**config.mk**
```make
export PLATFORM = sky130hd
export DESIGN_NAME = axis_display_scanner_flat
export DESIGN_NICKNAME = d
export VERILOG_FILES = /design/src/rtl/axis_display_if.sv /design/src/rtl/axis_display_scanner.sv /design/src/flat_wrapper.sv
export SDC_FILE = /design/constraint.sdc
export NUM_CORES = 1
export LEC_CHECK = 0
export CELL_PAD_IN_SITES_DETAIL_PLACEMENT = 1
export CELL_PAD_IN_SITES_GLOBAL_PLACEMENT = 2
export CORE_MARGIN = 3
export CORE_UTILIZATION = 30
export DETAILED_ROUTE_END_ITERATION = 10
export PLACE_DENSITY = 0.88
export SYNTH_ARGS = -nofsm -noshare
export SYNTH_HDL_FRONTEND = slang
export SYNTH_SLANG_ARGS = --single-unit
```
**constraint.sdc**
```tcl
create_clock -name clk -period 3.7 [get_ports clk]
set_input_delay 0.555 -clock clk [delete_from_list [all_inputs] [get_ports clk]]
set_output_delay 0.555 -clock clk [all_outputs]
set_load 0.02 [all_outputs]
```
**src/rtl/axis_display_if.sv**
```systemverilog
`default_nettype none
// +-----------------------------------------------------------------------+
// | axis_display_if : X/Y/Z accelerometer word bus into the display scanner |
// | Rev 1.0                                                               |
// +-----------------------------------------------------------------------+
interface axis_display_if #(
  parameter int NDIG = 4
);
  logic                data_vld;
  logic [4*NDIG-1:0]   x_data;
  logic [4*NDIG-1:0]   y_data;
  logic [4*NDIG-1:0]   z_data;

  modport master (output data_vld, x_data, y_data, z_data);
  modport slave  (input  data_vld, x_data, y_data, z_data);
endinterface
`default_nettype wire

```
**src/rtl/axis_display_scanner.sv**
```systemverilog
`default_nettype none
// +-----------------------------------------------------------------------+
// | axis_display_scanner : multiplexed seven-segment driver for X/Y/Z words |
// | Rev 1.0                                                               |
// +-----------------------------------------------------------------------+
module axis_display_scanner #(
  parameter int NDIG     = 4,
  parameter int NAXIS    = 3,
  parameter int BLANK_LZ = 0
) (
  input  wire logic            clk,
  input  wire logic            arstn,
  input  wire logic            scan_div,
  input  wire logic            sel_div,
  input  wire logic            hold,
  axis_display_if.slave        bus,
  output logic [NDIG-1:0]      an,
  output logic [6:0]           seg,
  output logic                 dp,
  output logic [1:0]           axis_id
);

  localparam int c_DIG_W = (NDIG > 1) ? $clog2(NDIG) : 1;
  localparam int c_WORD_W = 4 * NDIG;

  typedef enum logic [1:0] {
    AX_X = 2'd0,
    AX_Y = 2'd1,
    AX_Z = 2'd2
  } axis_e;

  axis_e                r_state;
  axis_e                w_state_nxt;
  axis_e                w_load_sel;
  logic                 r_scan_prev;
  logic                 r_sel_prev;
  logic                 r_run;
  logic [c_DIG_W-1:0]   r_digit;
  logic [c_WORD_W-1:0]  r_snap;
  logic [c_WORD_W-1:0]  w_word;
  logic [NDIG-1:0]      w_upper_zero;
  logic                 w_scan_edge;
  logic                 w_sel_edge;
  logic                 w_adv;
  logic [3:0]           w_nib;
  logic                 w_blank;
  logic                 w_dp_on;

  function automatic logic [6:0] f_hex(input logic [3:0] n);
    case (n)
      4'h0: f_hex = 7'h40;  4'h1: f_hex = 7'h79;  4'h2: f_hex = 7'h24;  4'h3: f_hex = 7'h30;
      4'h4: f_hex = 7'h19;  4'h5: f_hex = 7'h12;  4'h6: f_hex = 7'h02;  4'h7: f_hex = 7'h78;
      4'h8: f_hex = 7'h00;  4'h9: f_hex = 7'h10;  4'hA: f_hex = 7'h08;  4'hB: f_hex = 7'h03;
      4'hC: f_hex = 7'h46;  4'hD: f_hex = 7'h21;  4'hE: f_hex = 7'h06;  default: f_hex = 7'h0E;
    endcase
  endfunction

  assign w_scan_edge = scan_div & ~r_scan_prev;
  assign w_sel_edge  = sel_div & ~r_sel_prev;
  assign w_adv       = w_sel_edge & ~hold;

  always_comb begin
    w_state_nxt = r_state;
    case (r_state)
      AX_X:    if (w_adv) w_state_nxt = (NAXIS > 1) ? AX_Y : AX_X;
      AX_Y:    if (w_adv) w_state_nxt = (NAXIS > 2) ? AX_Z : AX_X;
      AX_Z:    if (w_adv) w_state_nxt = AX_X;
      default: w_state_nxt = AX_X;
    endcase
  end

  // An advance loads the incoming axis; otherwise data_vld refreshes the current one.
  always_comb begin
    w_load_sel = w_adv ? w_state_nxt : r_state;
    case (w_load_sel)
      AX_Y:    w_word = bus.y_data;
      AX_Z:    w_word = bus.z_data;
      default: w_word = bus.x_data;
    endcase
  end

  always_ff @(posedge clk or negedge arstn) begin
    if (!arstn) begin
      r_scan_prev <= 1'b1;
      r_sel_prev  <= 1'b1;
      r_state     <= AX_X;
      r_run       <= 1'b0;
      r_digit     <= '0;
      r_snap      <= '0;
    end else begin
      r_scan_prev <= scan_div;
      r_sel_prev  <= sel_div;
      r_state     <= w_state_nxt;
      if (w_adv || bus.data_vld)
        r_snap <= w_word;
      // The first scan edge after reset lights digit 0; later edges step the digit.
      if (w_scan_edge) begin
        if (!r_run)
          r_run <= 1'b1;
        else if (r_digit == c_DIG_W'(NDIG - 1))
          r_digit <= '0;
        else
          r_digit <= r_digit + 1'b1;
      end
    end
  end

  for (genvar k = 0; k < NDIG; k++) begin : g_lz
    assign w_upper_zero[k] = ~|r_snap[c_WORD_W-1:4*k];
  end

  assign w_nib   = r_snap[4*r_digit +: 4];
  assign w_blank = (BLANK_LZ != 0) && (r_digit != '0) && w_upper_zero[r_digit];
  assign w_dp_on = (32'(r_digit) == 32'(r_state));

  always_ff @(posedge clk or negedge arstn) begin
    if (!arstn) begin
      an      <= '1;
      seg     <= 7'h7F;
      dp      <= 1'b1;
      axis_id <= 2'd0;
    end else begin
      axis_id <= r_state;
      if (r_run) begin
        an  <= ~(NDIG'(1) << r_digit);
        seg <= w_blank ? 7'h7F : f_hex(w_nib);
        dp  <= ~w_dp_on;
      end else begin
        an  <= '1;
        seg <= 7'h7F;
        dp  <= 1'b1;
      end
    end
  end

endmodule
`default_nettype wire

```
**src/flat_wrapper.sv**
```systemverilog
// flat-port wrapper written by rule: the top's interface ports become plain ports
module axis_display_scanner_flat 
#(
  parameter int NDIG     = 4,
  parameter int NAXIS    = 3,
  parameter int BLANK_LZ = 0
)
  (clk, arstn, scan_div, sel_div, hold, an, seg, dp, axis_id, bus_data_vld, bus_x_data, bus_y_data, bus_z_data);
  axis_display_if #(.NDIG(NDIG)) bus_i ();
  input  wire logic clk;
  input  wire logic arstn;
  input  wire logic scan_div;
  input  wire logic sel_div;
  input  wire logic hold;
  output logic [NDIG-1:0] an;
  output logic [6:0] seg;
  output logic dp;
  output logic [1:0] axis_id;
  input wire logic [$bits(bus_i.data_vld)-1:0] bus_data_vld;
  input wire logic [$bits(bus_i.x_data)-1:0] bus_x_data;
  input wire logic [$bits(bus_i.y_data)-1:0] bus_y_data;
  input wire logic [$bits(bus_i.z_data)-1:0] bus_z_data;
  assign bus_i.data_vld = bus_data_vld;
  assign bus_i.x_data = bus_x_data;
  assign bus_i.y_data = bus_y_data;
  assign bus_i.z_data = bus_z_data;
  axis_display_scanner #(.NDIG(NDIG), .NAXIS(NAXIS), .BLANK_LZ(BLANK_LZ)) u_core (.clk(clk), .arstn(arstn), .scan_div(scan_div), .sel_div(sel_div), .hold(hold), .bus(bus_i), .an(an), .seg(seg), .dp(dp), .axis_id(axis_id));
endmodule
```
; After elaboration in Yosys (flattened, before gate mapping)
; Memory sizes are Yosys's and may differ from the RTL's.
; Index checks and enable logic that the tools add are counted.
[word_totals]
in_bits = 54
rom_bits = 112
word_cells = 41
regBits = 37
memories = 1
output_inout_bits = 14
[memory_table]
columns = name, words, width, rd, rd_ports_with_merged_regs, wr, line_no
row1 = (no name shown), 16, 7, 1, 0, 0, axis_display_scanner.sv:50  ; case (n)
[classes]
shift = 2
bitwise_logic = 8
reduce_logical = 3
n_mux = 10
add_sub_neg = 1
n_eq_ne = 6
[op_table]
columns = op, n
row1 = 16-bit one-hot mux with 2 select lines, 1
row2 = 16-bit by 5-bit indexed part select with 4-bit output, 1
row3 = 2-bit 2-to-1 mux, 5
row4 = 7-bit 2-to-1 mux, 1
row5 = "2-bit == test, second input constant", 3
row6 = 2-bit one-hot mux with 3 select lines, 1
row7 = "2-bit by 1-bit == test with 1-bit output, second input constant", 2
row8 = 4-bit 2-to-1 mux, 1
row9 = 1-bit inverter, 4
row10 = 4-bit inverter, 1
row11 = "1-bit by 2-bit left shift with 4-bit output, first input constant", 1
row12 = 1-bit bitwise AND, 3
row13 = "2-bit by 1-bit adder with 2-bit output, second input constant", 1
row14 = 2-bit == test, 1
row15 = 2-bit logical NOT, 1
row16 = 2-bit AND reduction, 1
row17 = 1-bit logical OR, 1
row18 = 1-bit 2-to-1 mux, 1

; Logic depth before layout (Yosys ltp)
[depth]
depth_word = 8
mapped_depth = 9
ltp_nobuf = 7

; Least setup slack after synthesis
; No wires, ideal clock.
[synth_timing]
path_type = input-to-reg
from = input hold
to = register u_core.r_snap[1]
setup_ns = 0.125
t_arrival_ns = 2.220
path_stages = 9
required_ns = 3.575
path_slack_ns = 1.356
n_path_buf = 2
cell_sequence = or3b_2 > nand2_1 > o21ai_0 > ha_1 > clkbuf_1 > clkbuf_1 > a22oi_1 > o21ai_0 > mux2_2
[synth_via]
elab_chain_cells = 7
word_cells_on_any_way = 11
cone_classes = eq/ne: 2 / mux: 6 / bitwise: 2 / reduce/logical: 1
[synth_lines]
columns = element, line_no
row1 = from (decl), flat_wrapper.sv:14  ; input wire logic hold;
row2 = 1-bit inverter *, axis_display_scanner.sv:60  ; assign w_adv = w_sel_edge & ~hold;
row3 = 1-bit bitwise AND *, axis_display_scanner.sv:60
row4 = 2-bit 2-to-1 mux (on tied branches), "axis_display_scanner.sv:67, axis_display_scanner.sv:65, axis_display_scanner.sv:66"
row5 = 2-bit one-hot mux with 3 select lines, axis_display_scanner.sv:64  ; case (r_state)
row6 = 2-bit 2-to-1 mux, axis_display_scanner.sv:74  ; w_load_sel = w_adv ? w_state_nxt : r_state;
row7 = 2-bit == test or 2-bit by 1-bit == test with 1-bit output (tied branches), axis_display_scanner.sv:75  ; case (w_load_sel)
row8 = 16-bit one-hot mux with 2 select lines, axis_display_scanner.sv:75
row9 = to (signal assigned), axis_display_scanner.sv:95  ; r_snap <= w_word;
row10 = to (decl), axis_display_scanner.sv:39  ; logic [c_WORD_W-1:0] r_snap;
; Mark *: on every way between the ends. The rest lies on a longest branch, timed or not.
; A chain may end at the register's enable or synchronous reset.

; Worst setup path in the final report
[layout_timing]
from = input sel_div
to = register u_core.r_snap[0]
[layout_via]
elab_chain_cells = 7
word_cells_on_any_way = 11
cone_classes = eq/ne: 2 / mux: 6 / bitwise: 2 / reduce/logical: 1
[layout_lines]
columns = element, line_no
row1 = from (decl), flat_wrapper.sv:13  ; input wire logic sel_div;
row2 = 1-bit bitwise AND *, axis_display_scanner.sv:59  ; assign w_sel_edge = sel_div & ~r_sel_prev;
row3 = 1-bit bitwise AND *, axis_display_scanner.sv:60
row4 = 2-bit 2-to-1 mux (on tied branches), "axis_display_scanner.sv:67, axis_display_scanner.sv:65, axis_display_scanner.sv:66"
row5 = 2-bit one-hot mux with 3 select lines, axis_display_scanner.sv:64
row6 = 2-bit 2-to-1 mux, axis_display_scanner.sv:74
row7 = 2-bit == test or 2-bit by 1-bit == test with 1-bit output (tied branches), axis_display_scanner.sv:75
row8 = 16-bit one-hot mux with 2 select lines, axis_display_scanner.sv:75
; Marked as above.

==> impl_metrics.csv <==
group,metric,value,unit
sta,finalCritPeriodShare,80.5,%
grt,grt_pass1_vias,1554,
detailed_routing,routed_wl,4.60,mm
clocking,clockRootBuffer,"clkbuf_8",
finish,mostFrequentLayoutCells,"66 x clkdlybuf4s50_1, 25 x nand2_1, 23 x dfrtp_1",
setup_path,worstPathArrival,3.16,ns
pwr,power.density,812,nW/um2
min_path,hp-class,"in2async",
setup_path,r2r_setup_slack,1.15,ns
floorplanning,dieArea,7860,um2
pwr,p_leak,1.17,nW
sta,worst_pin_slew,0.835,ns
clocking,insertion_delay,0.29,ns
yosys,synth-edff-count,0,
sta,maxSlewHeadroom,44.3,%
pwr,pwr-share-clk,12.0,%
detailed_routing,dr.pass1.iters,3,
yosys,synth_fp_nets,253,
setup_path,cp-start-kind,"input port",
setup_path,rr_startpoint,"u_core.r_sel_prev$_DFF_PN1_",
yosys,synth_ff_type,"dfrtp_1",
detailed_routing,viasPerCell,4.79,
pwr,ir_drop,203,uV
finish,n_antenna_cell,0,
pwr,power_frac_seq,32.1,%
floorplanning,io_pins,68,
sta,finalHoldViolCount,0,
setup_path,cp_max_fo,32,
detailed_routing,drt_iter0_drc,41,
finish,instances_no_fill,327,
setup_path,crit_cells,7,
clocking,cts_sinks,37,
yosys,ys_ff_latch,37,
yosys,synth_area_per_cell,11.0,um2
finish,final_common_cell,"clkdlybuf4s50_1",
floorplanning,core,6490,um2
setup_path,critPathCaptureType,"flop",
setup_path,ff2ff_path_depth,6,
detailed_routing,wl_per_cell,14.1,um
setup_path,max_stage_delay,0.83,ns
pwr,power.internal,1.40,mW
setup_path,endpoint,"u_core.r_snap[0]$_DFFE_PN0P_",
placement,place_inst,319,
clocking,cts_resized,0,
setup_path,critPathRequiredTime,3.88,ns
setup_path,crit_path_cell_trace,"clkdlybuf4s50_1 > nor3b_1 > nand2b_1 > o21a_1 > ha_1 > o21ai_0 > mux2_2",
floorplanning,die_y,88.7,um
finish,layout-drive-gt1-share,19.6,%
yosys,synth.yosys.warnings,0,
pwr,comb_power_share,55.9,%
sta,min_period,2.98,ns
setup_path,critical-path-top-delay-family,"adder cells",
clocking,tritoncts,"built",
clocking,cts_hold_buf,0,
finish,fillers,722,
setup_path,r2r_end,"u_core.r_snap[0]$_DFFE_PN0P_",
sta,fin_skew,0.00569,ns
sta,max_freq,336,MHz
floorplanning,num_rows,29,
grt,grt_max_degree,38,
detailed_routing,num_vias,1566,
yosys,syn_area,2050,um2
grt,overflow,0,
clocking,cts_inserted_buffers,5,
clocking,clockBufferDepth,2,
sta,tns,0,ns
clocking,clk_pin_slew,0.07,ns
run,max_cap_violations,0,
yosys,async_reset_ff_share,100,%
grt,grt_pass1_wl,7.47,mm
status,status,"complete, no violations",
placement,portBuffers,67,
placement,place_hpwl,3.45,mm
pwr,p_sw,913,uW
floorplanning,die_x,88.7,um
yosys,yosysSeqAreaShare,46.0,%
finish,layout.nets,315,
grt,antenna_found_initial,0,
yosys,syn_inst,187,
setup_path,slowest_stage,"ha_1",
setup_path,critPathKind,"in2reg",
grt,grt_use_total,12.5,%
sta,maxSlewViolCount,0,
yosys,yosysUniqueCellTypes,30,
setup_path,crit_buf_inv,1,
floorplanning,start_util,31.6,%
detailed_routing,ant_nets,0,
finish,multiInputGateArea,1010,um2
finish,register_area,943,um2
sta,rsz0062_at_grt,"false",
clocking,htree_num_levels,2,
clocking,cts_setup_buffers,0,
sta,finalSetupViolations,0,
placement,place_congestion,0.780,
finish,area_growth,38.7,%
detailed_routing,drc,0,
pwr,swShare,39.5,%
setup_path,timing.critical_path.from,"sel_div",
[kinds of logic (layout without fill, tap and decap cells)]
kind of cell	Yosys count	in the layout	synth area share [%]
AO/OA/AOI/OAI	43	43	13.6
adder cells (fa/ha/maj)	12	12	7.32
multiplexers	28	28	17.9
flip-flops	37	37	46.0
AND/OR/NAND/NOR	43	43	9.76
XOR/XNOR	2	2	0.854
buffers and inverters	22	85	4.52
[routing by layer]
layer  GRT usage (%)  part of all wire, %
met5               0                    0
met3            4.75                  8.9
met2            18.8                   43
met4            4.53                  1.4
met1            16.2                   47
[power groups by stage]
stage	registers, mW	clock network (mW)	logic [mW]
4_1_cts	0.746	0.286	1.31
3_3_place_gp	0.747	0	1.27
6_report	0.742	0.278	1.29
2_1_floorplan	0.785	0	0.895
5_1_grt	0.767	0.308	1.46
3_5_place_dp	0.755	0	1.30
[cells in the mapped netlist, types with 5 or more instances]
cell       n  area, um2
mux2_2    20        225
o21ai_1    6       30.0
a22oi_1   16        120
nand3_1    5       25.0
mux4_2     5        113
dfstp_2   14        368
clkbuf_1  10       37.5
inv_1      9       33.8
ha_1      12        150
nand2_1   25       93.8
dfrtp_1   23        576
o21ai_0   12       60.1
[worst min path at each step]
stage / to / cells after the start
detailed placement: u_core.axis_id[1]$_DFF_PN0_ / 0
floorplan: u_core.axis_id[0]$_DFF_PN0_ / 0
CTS: u_core.r_run$_DFFE_PN0P_ / 1
finish: u_core.r_run$_DFFE_PN0P_ / 1
global placement: u_core.axis_id[1]$_DFF_PN0_ / 0
global route: u_core.axis_id[1]$_DFF_PN0_ / 1
[registers in the layout, summed over array words and instances, names as in the netlist]
name and flops:
u_core.seg 7, u_core.r_scan_prev 1, u_core.r_state 2, u_core.r_sel_prev 1, u_core.axis_id 2, u_core.an 4, u_core.r_snap 16, u_core.r_digit 2
u_core.r_run 1, u_core.dp 1
[through the flow]
| step | hold WS, ns | power (mW) | area [um2] | worst slack (ns) | utilization, % |
|---|---|---|---|---|---|
| after floorplan | 0.259 | 1.68 | 2050 | 1.36 | - |
| after global placement | 0.481 | 2.02 | 2760 | 0.479 | 42.5 |
| after detailed placement | 0.483 | 2.05 | 2760 | 0.374 | 42.5 |
| after CTS | 0.372 | 2.35 | 2840 | 0.694 | 43.8 |
| after global routing | 0.413 | 2.53 | 2840 | 0.528 | 43.8 |
| final | 0.348 | 2.31 | 2840 | 0.721 | 43.8 |
[cell type report]
cell class	instances	share of cell area, %
inverters	9	1.19
clock inverters	2	0.352
clock buffers	6	2.55
well taps	77	3.39
multi-input cells	128	35.7
flip-flops and latches	37	33.2
repair buffers	68	23.7
Power figures use the tool's default switching activity.
